<file path="config.mk">
export PLATFORM = sky130hd
export DESIGN_NAME = multicycle_control_unit_flat
export DESIGN_NICKNAME = d
export VERILOG_FILES = /design/src/rtl/multicycle_control_unit_if.sv /design/src/rtl/multicycle_control_unit.sv /design/src/flat_wrapper.sv
export SDC_FILE = /design/constraint.sdc
export NUM_CORES = 1
export LEC_CHECK = 0
export CAP_MARGIN = 20
export CELL_PAD_IN_SITES_DETAIL_PLACEMENT = 1
export CELL_PAD_IN_SITES_GLOBAL_PLACEMENT = 1
export CORE_UTILIZATION = 30
export DETAILED_ROUTE_END_ITERATION = 7
export PLACE_DENSITY = 0.95
export SLEW_MARGIN = 20
export SYNTH_ARGS = -nofsm -noshare
export SYNTH_HDL_FRONTEND = slang
export SYNTH_SLANG_ARGS = --single-unit
export TNS_END_PERCENT = 30
</file>
<file path="constraint.sdc">
create_clock -name clk -period 8.1 [get_ports clk]
set_input_delay 1.62 -clock clk [delete_from_list [all_inputs] [get_ports clk]]
set_output_delay 1.62 -clock clk [all_outputs]
set_load 0.01 [all_outputs]
</file>
<file path="src/rtl/multicycle_control_unit_if.sv">
// Control-unit side of the shared memory port plus datapath handshake signals.
// The master modport is the control FSM; the slave modport is the datapath/memory side.
interface multicycle_control_unit_if;
    logic        run;
    logic [31:0] instr;
    logic        mem_ready;
    logic        branch_taken;
    logic        mem_req;
    logic        mem_we;
    logic        mem_is_fetch;
    logic [2:0]  mem_op;
    logic        ir_wr;
    logic        pc_wr;
    logic [1:0]  pc_sel;
    logic [1:0]  alu_a_src;
    logic [1:0]  alu_b_src;
    logic [3:0]  alu_ctrl;
    logic [2:0]  branch;
    logic        reg_wr;
    logic [1:0]  wb_sel;
    logic        trap;
    logic [1:0]  trap_cause;
    logic [2:0]  state;

    modport master (
        input  run, instr, mem_ready, branch_taken,
        output mem_req, mem_we, mem_is_fetch, mem_op, ir_wr, pc_wr, pc_sel,
               alu_a_src, alu_b_src, alu_ctrl, branch, reg_wr, wb_sel,
               trap, trap_cause, state
    );

    modport slave (
        output run, instr, mem_ready, branch_taken,
        input  mem_req, mem_we, mem_is_fetch, mem_op, ir_wr, pc_wr, pc_sel,
               alu_a_src, alu_b_src, alu_ctrl, branch, reg_wr, wb_sel,
               trap, trap_cause, state
    );
endinterface

</file>
<file path="src/rtl/multicycle_control_unit.sv">
// Multi-cycle RV32I control FSM sequencing FETCH/DECODE/EXEC/MEM/WB over one memory port,
// with a memory-timeout watchdog, illegal-instruction trapping and run/halt control.
module multicycle_control_unit #(
    parameter int unsigned TIMEOUT         = 16,
    parameter bit          TRAP_ON_ILLEGAL = 1'b1,
    parameter int unsigned CNT_W           = 8
) (
    input logic                        clk,
    input logic                        rst,
    multicycle_control_unit_if.master  ctrl
);

    typedef enum logic [2:0] {
        StIdle   = 3'd0,
        StFetch  = 3'd1,
        StDecode = 3'd2,
        StExec   = 3'd3,
        StMem    = 3'd4,
        StWb     = 3'd5,
        StTrap   = 3'd6
    } state_t;

    localparam logic [6:0] OpLoad   = 7'b0000011;
    localparam logic [6:0] OpStore  = 7'b0100011;
    localparam logic [6:0] OpBranch = 7'b1100011;
    localparam logic [6:0] OpJal    = 7'b1101111;
    localparam logic [6:0] OpJalr   = 7'b1100111;
    localparam logic [6:0] OpLui    = 7'b0110111;
    localparam logic [6:0] OpAuipc  = 7'b0010111;
    localparam logic [6:0] OpImm    = 7'b0010011;
    localparam logic [6:0] OpReg    = 7'b0110011;
    localparam logic [6:0] OpFence  = 7'b0001111;
    localparam logic [6:0] OpSystem = 7'b1110011;

    state_t             state_q;
    logic [CNT_W-1:0]   cnt_q;
    logic [1:0]         cause_q;

    logic [6:0] opcode;
    logic [2:0] f3;
    logic [6:0] f7;
    logic [4:0] rd;
    logic       is_load, is_store, is_branch, is_jal, is_jalr, is_alu, is_nop, illegal;
    logic       timed_out;
    logic [3:0] alu_op;
    state_t     next_after;

    logic unused_rs;
    assign unused_rs = ^ctrl.instr[24:15];

    assign opcode     = ctrl.instr[6:0];
    assign f3         = ctrl.instr[14:12];
    assign f7         = ctrl.instr[31:25];
    assign rd         = ctrl.instr[11:7];
    assign timed_out  = (TIMEOUT != 0) && (cnt_q == CNT_W'(TIMEOUT));
    assign next_after = ctrl.run ? StFetch : StIdle;

    always_comb begin
        is_load   = 1'b0;
        is_store  = 1'b0;
        is_branch = 1'b0;
        is_jal    = 1'b0;
        is_jalr   = 1'b0;
        is_alu    = 1'b0;
        illegal   = 1'b0;
        case (opcode)
            OpLoad: begin
                is_load = 1'b1;
                illegal = (f3 == 3'b011) || (f3[2:1] == 2'b11);
            end
            OpStore: begin
                is_store = 1'b1;
                illegal  = (f3 > 3'b010);
            end
            OpBranch: begin
                is_branch = 1'b1;
                illegal   = (f3[2:1] == 2'b01);
            end
            OpJal:            is_jal  = 1'b1;
            OpJalr:           is_jalr = 1'b1;
            OpLui, OpAuipc:   is_alu  = 1'b1;
            OpImm: begin
                is_alu = 1'b1;
                if (f3 == 3'b001) illegal = (f7 != 7'b0);
                if (f3 == 3'b101) illegal = (f7 != 7'b0) && (f7 != 7'b0100000);
            end
            OpReg: begin
                is_alu  = 1'b1;
                illegal = !((f7 == 7'b0) ||
                            ((f7 == 7'b0100000) && ((f3 == 3'b000) || (f3 == 3'b101))));
            end
            OpFence, OpSystem: ;
            default:           illegal = 1'b1;
        endcase
        // Illegal encodings that do not trap fall through as NOPs.
        if (illegal) begin
            is_load   = 1'b0;
            is_store  = 1'b0;
            is_branch = 1'b0;
            is_jal    = 1'b0;
            is_jalr   = 1'b0;
            is_alu    = 1'b0;
        end
        is_nop = !(is_load || is_store || is_branch || is_jal || is_jalr || is_alu);
    end

    always_comb begin
        alu_op = 4'b0000;
        if (is_alu && ((opcode == OpReg) || (opcode == OpImm))) begin
            case (f3)
                3'b000:  alu_op = ((opcode == OpReg) && f7[5]) ? 4'b1011 : 4'b0000;
                3'b001:  alu_op = 4'b1000;
                3'b010:  alu_op = 4'b0001;
                3'b011:  alu_op = 4'b0010;
                3'b100:  alu_op = 4'b0011;
                3'b101:  alu_op = f7[5] ? 4'b1010 : 4'b1001;
                3'b110:  alu_op = 4'b0100;
                default: alu_op = 4'b0111;
            endcase
        end else if (is_branch) begin
            alu_op = 4'b1011;
        end
    end

    always_ff @(posedge clk or posedge rst) begin
        if (rst) begin
            state_q <= StIdle;
            cnt_q   <= '0;
            cause_q <= 2'b00;
        end else begin
            cnt_q <= '0;
            case (state_q)
                StIdle: if (ctrl.run) state_q <= StFetch;
                StFetch, StMem: begin
                    if (ctrl.mem_ready) begin
                        if (state_q == StFetch) state_q <= StDecode;
                        else if (is_load)       state_q <= StWb;
                        else                    state_q <= next_after;
                    end else if (timed_out) begin
                        state_q <= StTrap;
                        cause_q <= 2'b10;
                    end else begin
                        cnt_q <= cnt_q + CNT_W'(1);
                    end
                end
                StDecode: begin
                    if (illegal && TRAP_ON_ILLEGAL) begin
                        state_q <= StTrap;
                        cause_q <= 2'b01;
                    end else begin
                        state_q <= StExec;
                    end
                end
                StExec: begin
                    if (is_load || is_store)              state_q <= StMem;
                    else if (is_alu || is_jal || is_jalr) state_q <= StWb;
                    else                                  state_q <= next_after;
                end
                StWb:    state_q <= next_after;
                StTrap:  state_q <= StIdle;
                default: state_q <= StIdle;
            endcase
        end
    end

    always_comb begin
        ctrl.mem_req      = 1'b0;
        ctrl.mem_we       = 1'b0;
        ctrl.mem_is_fetch = 1'b0;
        ctrl.mem_op       = 3'b000;
        ctrl.ir_wr        = 1'b0;
        ctrl.pc_wr        = 1'b0;
        ctrl.pc_sel       = 2'b00;
        ctrl.alu_a_src    = 2'b00;
        ctrl.alu_b_src    = 2'b00;
        ctrl.alu_ctrl     = 4'b0000;
        ctrl.branch       = 3'b000;
        ctrl.reg_wr       = 1'b0;
        ctrl.wb_sel       = 2'b00;
        ctrl.trap         = 1'b0;
        ctrl.trap_cause   = cause_q;
        ctrl.state        = state_q;

        // ALU selects stay stable through MEM/WB so a combinational address/result holds.
        if ((state_q == StExec) || (state_q == StMem) || (state_q == StWb)) begin
            ctrl.alu_ctrl = alu_op;
            if (opcode == OpLui) begin
                ctrl.alu_a_src = 2'b10;
                ctrl.alu_b_src = 2'b01;
            end else if (opcode == OpAuipc) begin
                ctrl.alu_a_src = 2'b01;
                ctrl.alu_b_src = 2'b01;
            end else if (is_jal || is_jalr) begin
                ctrl.alu_a_src = 2'b01;
                ctrl.alu_b_src = 2'b10;
            end else if ((opcode == OpImm) || is_load || is_store) begin
                ctrl.alu_b_src = 2'b01;
            end
        end

        case (state_q)
            StFetch: begin
                ctrl.mem_req      = 1'b1;
                ctrl.mem_is_fetch = 1'b1;
                ctrl.mem_op       = 3'b010;
                ctrl.ir_wr        = ctrl.mem_ready;
            end
            StExec: begin
                if (is_branch) begin
                    case (f3)
                        3'b000:  ctrl.branch = 3'b000;
                        3'b001:  ctrl.branch = 3'b001;
                        3'b100:  ctrl.branch = 3'b010;
                        3'b101:  ctrl.branch = 3'b011;
                        3'b110:  ctrl.branch = 3'b100;
                        default: ctrl.branch = 3'b101;
                    endcase
                    ctrl.pc_wr  = 1'b1;
                    ctrl.pc_sel = ctrl.branch_taken ? 2'b01 : 2'b00;
                end else if (is_nop) begin
                    ctrl.pc_wr = 1'b1;
                end
            end
            StMem: begin
                ctrl.mem_req = 1'b1;
                ctrl.mem_we  = is_store;
                case (f3)
                    3'b000:  ctrl.mem_op = 3'b000;
                    3'b001:  ctrl.mem_op = 3'b001;
                    3'b100:  ctrl.mem_op = 3'b011;
                    3'b101:  ctrl.mem_op = 3'b100;
                    default: ctrl.mem_op = 3'b010;
                endcase
                if (is_load) ctrl.wb_sel = 2'b01;
                if (is_store && ctrl.mem_ready) ctrl.pc_wr = 1'b1;
            end
            StWb: begin
                ctrl.reg_wr = (rd != 5'd0);
                ctrl.pc_wr  = 1'b1;
                if (is_jal) begin
                    ctrl.wb_sel = 2'b10;
                    ctrl.pc_sel = 2'b01;
                end else if (is_jalr) begin
                    ctrl.wb_sel = 2'b10;
                    ctrl.pc_sel = 2'b10;
                end else if (is_load) begin
                    ctrl.wb_sel = 2'b01;
                end
            end
            StTrap: begin
                ctrl.trap   = 1'b1;
                ctrl.pc_wr  = 1'b1;
                ctrl.pc_sel = 2'b11;
            end
            default: ;
        endcase
    end

endmodule

</file>
<file path="src/flat_wrapper.sv">
// flat-port wrapper written by rule: the top's interface ports become plain ports
module multicycle_control_unit_flat 
#(
    parameter int unsigned TIMEOUT         = 16,
    parameter bit          TRAP_ON_ILLEGAL = 1'b1,
    parameter int unsigned CNT_W           = 8
)
  (clk, rst, ctrl_run, ctrl_instr, ctrl_mem_ready, ctrl_branch_taken, ctrl_mem_req, ctrl_mem_we, ctrl_mem_is_fetch, ctrl_mem_op, ctrl_ir_wr, ctrl_pc_wr, ctrl_pc_sel, ctrl_alu_a_src, ctrl_alu_b_src, ctrl_alu_ctrl, ctrl_branch, ctrl_reg_wr, ctrl_wb_sel, ctrl_trap, ctrl_trap_cause, ctrl_state);
  multicycle_control_unit_if ctrl_i ();
  input logic clk;
  input logic rst;
  input wire logic [$bits(ctrl_i.run)-1:0] ctrl_run;
  input wire logic [$bits(ctrl_i.instr)-1:0] ctrl_instr;
  input wire logic [$bits(ctrl_i.mem_ready)-1:0] ctrl_mem_ready;
  input wire logic [$bits(ctrl_i.branch_taken)-1:0] ctrl_branch_taken;
  output wire logic [$bits(ctrl_i.mem_req)-1:0] ctrl_mem_req;
  output wire logic [$bits(ctrl_i.mem_we)-1:0] ctrl_mem_we;
  output wire logic [$bits(ctrl_i.mem_is_fetch)-1:0] ctrl_mem_is_fetch;
  output wire logic [$bits(ctrl_i.mem_op)-1:0] ctrl_mem_op;
  output wire logic [$bits(ctrl_i.ir_wr)-1:0] ctrl_ir_wr;
  output wire logic [$bits(ctrl_i.pc_wr)-1:0] ctrl_pc_wr;
  output wire logic [$bits(ctrl_i.pc_sel)-1:0] ctrl_pc_sel;
  output wire logic [$bits(ctrl_i.alu_a_src)-1:0] ctrl_alu_a_src;
  output wire logic [$bits(ctrl_i.alu_b_src)-1:0] ctrl_alu_b_src;
  output wire logic [$bits(ctrl_i.alu_ctrl)-1:0] ctrl_alu_ctrl;
  output wire logic [$bits(ctrl_i.branch)-1:0] ctrl_branch;
  output wire logic [$bits(ctrl_i.reg_wr)-1:0] ctrl_reg_wr;
  output wire logic [$bits(ctrl_i.wb_sel)-1:0] ctrl_wb_sel;
  output wire logic [$bits(ctrl_i.trap)-1:0] ctrl_trap;
  output wire logic [$bits(ctrl_i.trap_cause)-1:0] ctrl_trap_cause;
  output wire logic [$bits(ctrl_i.state)-1:0] ctrl_state;
  assign ctrl_i.run = ctrl_run;
  assign ctrl_i.instr = ctrl_instr;
  assign ctrl_i.mem_ready = ctrl_mem_ready;
  assign ctrl_i.branch_taken = ctrl_branch_taken;
  assign ctrl_mem_req = ctrl_i.mem_req;
  assign ctrl_mem_we = ctrl_i.mem_we;
  assign ctrl_mem_is_fetch = ctrl_i.mem_is_fetch;
  assign ctrl_mem_op = ctrl_i.mem_op;
  assign ctrl_ir_wr = ctrl_i.ir_wr;
  assign ctrl_pc_wr = ctrl_i.pc_wr;
  assign ctrl_pc_sel = ctrl_i.pc_sel;
  assign ctrl_alu_a_src = ctrl_i.alu_a_src;
  assign ctrl_alu_b_src = ctrl_i.alu_b_src;
  assign ctrl_alu_ctrl = ctrl_i.alu_ctrl;
  assign ctrl_branch = ctrl_i.branch;
  assign ctrl_reg_wr = ctrl_i.reg_wr;
  assign ctrl_wb_sel = ctrl_i.wb_sel;
  assign ctrl_trap = ctrl_i.trap;
  assign ctrl_trap_cause = ctrl_i.trap_cause;
  assign ctrl_state = ctrl_i.state;
  multicycle_control_unit #(.TIMEOUT(TIMEOUT), .TRAP_ON_ILLEGAL(TRAP_ON_ILLEGAL), .CNT_W(CNT_W)) u_core (.clk(clk), .rst(rst), .ctrl(ctrl_i));
endmodule
</file>
**Word level (Yosys, flattened, before mapping)**

Index checks and enable logic that the tools add are counted.
Widths: inputs -> output; s select.

- Input bits: 37
- Output and inout bits: 30
- Logic and storage cells: 143
- Register bits: 13

- Equality and inequality tests: 33
- Reduce and logical (&&, ||, !) cells: 34
- Mux-type cells: 71
- Order comparisons: 1
- $add $sub $neg: 1

Operators by type and width:

| cell | number |
|---|---|
| $mux 2 | 16 |
| $mux 3 | 10 |
| $pmux 3 s5 | 2 |
| $eq 7x6->1 const B | 4 |
| $eq 7x7->1 const B | 4 |
| $mux 1 | 28 |
| $pmux 4 s7 | 1 |
| $mux 8 | 3 |
| $eq 3x3->1 const B | 6 |
| $logic_or 1x1->1 | 16 |
| $mux 4 | 4 |
| $eq 7x5->1 const B | 2 |
| $eq 3x2->1 const B | 4 |
| $pmux 3 s4 | 1 |
| $add 8x1->8 const B | 1 |
| $eq 8x5->1 const B | 1 |
| $pmux 2 s2 | 2 |
| $eq 7x2->1 const B | 1 |
| $eq 7x4->1 const B | 1 |
| $logic_not 7->1 | 1 |
| $ne 7x6->1 const B | 1 |
| $reduce_bool 7->1 | 1 |
| $eq 3x1->1 const B | 2 |
| $logic_not 3->1 | 2 |
| other kinds (19) | 26 |

**Longest topological paths before layout**

- Depth after elaboration: 15
- Gate-level depth with buffers: 9
- Depth with buffers taken out: 8

**Worst setup path before layout**

OpenSTA, ideal clock, no wires.

- Kind: in2out
- From: input port ctrl_instr[6]
- To: output port ctrl_pc_wr
- Stages: 8
- Arrival time: 3535 ps
- Path slack: 2945 ps
- Cells stage by stage: buf_6 -> nand2b_4 -> or4_4 -> a2111o_1 -> and4_1 -> buf_6 -> and4_4 -> a211o_1

- Word-level cells in the longest chain between the ends: 12
- Elaborated cells between the ends (all ways): 36
- Classes of those cells: eq/ne: 11; mux: 17; reduce/logical: 8

RTL lines:

| item | line | text |
|---|---|---|
| start, declared | flat_wrapper.sv:13 | `input wire logic [$bits(ctrl_i.instr)-1:0] ctrl_instr;` |
| $eq 7x7->1 (tied with other cells) | multicycle_control_unit.sv:66 | `case (opcode)` |
| $reduce_or 6->1 (no source line) | -- |  |
| $pmux 1 s6 | multicycle_control_unit.sv:66 |  |
| $mux 1 | multicycle_control_unit.sv:96 | `if (illegal) begin` |
| $logic_or 1x1->1 (5 in series) | multicycle_control_unit.sv:104 | `is_nop = !(is_load \|\| is_store \|\| is_branch \|\| is_jal \|\| is_jalr \|\| is_alu);` |
| $mux 1 | multicycle_control_unit.sv:220 | `end else if (is_nop) begin` |
| $mux 1 | multicycle_control_unit.sv:209 | `if (is_branch) begin` |
| $pmux 1 s3 * | multicycle_control_unit.sv:201 | `case (state_q)` |
| end, declared | flat_wrapper.sv:21 | `output wire logic [$bits(ctrl_i.pc_wr)-1:0] ctrl_pc_wr;` |

Every way passes the cells marked *; elsewhere a longest branch is shown, timed or not.

**Worst setup path in the final report**

Ends and elaborated chain as after synthesis.

==> impl_results.md <==
- Status: finished clean
- P&R area growth vs syn: 44.58%
- Grt total ovfl: 0
- Worst path slowest cell: clkdlybuf4s50_1
- Die Footprint: 4897 um2
- PD cells: around 170 nW/um2
- Die Width: between 60 and 70 um
- Maximum vdd drop: approximately 68 uV
- Worst Hold Class: flip-flop to flip-flop
- WP data required: 6480 ps
- Die height: about 70 um
- First-pass GRT wire length: 7686 um
- Slew margin rel.: 52.02%
- Crit-path max cell delay: around 580 ps
- Fin util: between 40 and 50%
- Period utilisation layout: roughly 78%
- CP Launch Type: input port
- Final-report max-slew violation count: 0
- Layout cells sized above 1: between 2 and 3%
- Crit Path Class: input port to output port
- Top Family by Delay on Critical Path: simple AND/OR/NAND/NOR gates
- CP Cell Sequence: clkdlybuf4s50_1, nand2b_4, or4_4, a2111o_1, and4_1, and4_4, a211o_1, clkdlybuf4s50_1
- Detailed placer's ending HPWL: around 3600 um
- Minimum hold slack: around 500 ps
- Max frequency: 159.3 MHz
- Via Count: between 1500 and 2000
- I/O Pins: 67
- H-tree levels: 1
- Final Net Count: between 200 and 300
- RSZ-0062 raised after global routing: false
- Wire per inst: around 15 um
- Worst-path clk slew: roughly 50 ps
- Post-Syn Area: approximately 1400 um2
- Initial antenna violation count: 0
- Seq/Total Area, Yosys: a little under a quarter
- Clock skew: roughly 0.44 ps
- #FFs+latches synth: 13
- Top cell by count, worst path: clkdlybuf4s50_1
- R2r setup slk: approximately 5800 ps
- Post-CTS setup buffer count: 0
- Crit path arrival time: about 4700 ps
- CP endpoint kind: output port
- Syn_nets: 240
- Mapped Cells: roughly 200
- Row count: 24
- Max-Cap Viols: 0
- Vias/cell: approximately 5.5
- # resized after CTS: 0
- Total iterations of the first detailed-routing run: 4
- Worst-margin pin slew: ~710 ps
- Clk Tree Root Cell: clkbuf_8
- Yosys warnings: 0
- Mapped Avg Cell Area: about 7 um2
- Post-place instance area: 1959 um2
- Starting Density: between 30% and 40%
- CTS sink count: 13
- Number of buffers created by CTS: 3
- Diodes inserted: 0
- CTS hold repair buffers: 0
- Cells after DPL: ~300
- Drt drc: 0
- Final setup vio count: 0
- CTS tree: built
- Minimum clock period: ~6300 ps
- Final Cell Area: between 2000 and 2500 um2
- Buffers and inverters on the worst path: 2
- WL final: between 4000 and 5000 um
- Total negative slack: 0 ps
- Largest net degree at the start of global routing: 17
- Count of cell types in the netlist: 45
- CTS Buffer Depth: 2
- Final ANT Viol Nets: 0
- Non-filler instance count after layout: a little over 300
- Final GP Congestion: 0.8427
- Vias in the first global route: 1581
- Crit path max fanout: 9
- Clk_lat worst skew: between 200 and 300 ps
- Core Region: ~4400 um2
- IO Port Bufs: between 50 and 60
- 1st-iter DRT viols: 42
- Tot GR Track Use: 19.34%
- Final hold vios: 0
- Leak Pwr: 0.7868 nW
-- flip-flops by register name, indices dropped and copies added (netlist names) --
signal,cells
u_core.cnt_q,8
u_core.ctrl.state,3
u_core.ctrl.trap_cause,2
-- worst paths after layout --
| path | startpoint | endpoint | cells past startpoint |
|---|---|---|---|
| worst max-delay path | ctrl_instr[6] | ctrl_pc_wr | 8 |
| worst min-delay path | u_core.ctrl.trap_cause[1] | u_core.ctrl.trap_cause[1] | 1 |
| worst max register to register | u_core.cnt_q[0] | u_core.ctrl.state[2] | 8 |
| worst min register to register | u_core.ctrl.trap_cause[1] | u_core.ctrl.trap_cause[1] | 1 |
| max in group asynchronous | rst | u_core.cnt_q[1] | 2 |
| min in group asynchronous | rst | u_core.cnt_q[4] | 2 |
-- per-stage QoR --
step           worst slack (ps)  total power, mW
2_1_floorplan              2945           0.1924
4_1_cts                    1830           0.3354
3_5_place_dp               1832           0.2734
6_report                   1822           0.3324
3_3_place_gp               1870           0.2666
5_1_grt                    1722           0.3592
-- per-layer routing --
layer	up-vias	GRT usage (%)	routed length, um
li1	822	-	-
met1	806	24.71	2039
met2	43	31.94	2236
met3	7	4.329	227
met4	0	6.667	67
met5	-	0	0
-- cell type report --
class / count / area [um2]
fillers: 559 / 2380
multi-input cells: 167 / 967.2
repair buffers: 56 / 560.5
flip-flops and latches: 13 / 325.3
well taps: 52 / 65.06
clock buffers: 4 / 45.04
inverters: 11 / 41.29
-- placed cells by master, fill, tap and decap left out, types with 5 or more instances in the layout --
| master | Yosys | routed |
|---|---|---|
| clkdlybuf4s50_1 | 0 | 56 |
| nor2_1 | 41 | 41 |
| nand2_1 | 17 | 17 |
| nand3_1 | 14 | 14 |
| dfrtp_1 | 13 | 13 |
| inv_1 | 11 | 11 |
| a21oi_1 | 9 | 9 |
| nor3_1 | 9 | 9 |
| o21ai_0 | 7 | 7 |
| xor2_1 | 6 | 6 |
| nor4_1 | 6 | 6 |
| nor2b_1 | 5 | 5 |
-- synth_stat cells, drive strengths merged --
master	count	area share, %
o22ai	1	0.45
nor4	6	2.7
clkbuf	7	1.9
a311oi	1	0.63
a21o	4	2.2
inv	11	3.0
nor2	41	11
nand2	17	4.6
xnor2	3	1.9
a2111oi	1	0.63
o21ai	7	2.5
and3	4	1.8
and4	2	1.4
nand2b	5	2.8
nor4b	1	0.63
a2111o	1	0.81
nor2b	5	2.3
a31o	1	0.63
nor4bb	1	0.72
o221ai	1	0.63
nor3	9	3.2
a41oi	1	0.63
nand3	14	5.1
o41ai	1	0.63
dfrtp	13	23
a21oi	9	3.2
nand4b	1	0.63
a211o	3	1.9
xor2	6	3.8
o211ai	2	1.1
a31oi	3	1.4
and2	4	1.8
o31ai	1	0.54
or4	3	1.9
buf	3	1.9
o21bai	1	0.54
a221oi	1	0.63
o211a	1	0.72
ha	2	1.8
a221o	1	0.72
nand3b	2	1.1
-- power by group --
group	total, mW	internal [mW]	switching (mW)
Clock	0.0598	0.0349	0.0250
Combinational	0.174	0.0834	0.0905
Sequential	0.0986	0.0729	0.0257
Total	0.332	0.191	0.141
-- logic make-up (layout without fill, tap and decap cells) --
family                     after synthesis  count (layout)  synth area share, %
xor gates and xnor gates                 9               9                5.686
buffers and inverters                   21              71                6.769
adders and majority gates                2               2                1.805
and+or+nand+nor                        115             115                41.79
DFF                                     13              13                23.47
AOI/OAI and AO/OA                       41              41                20.49
(Power assumes the default switching activity.)
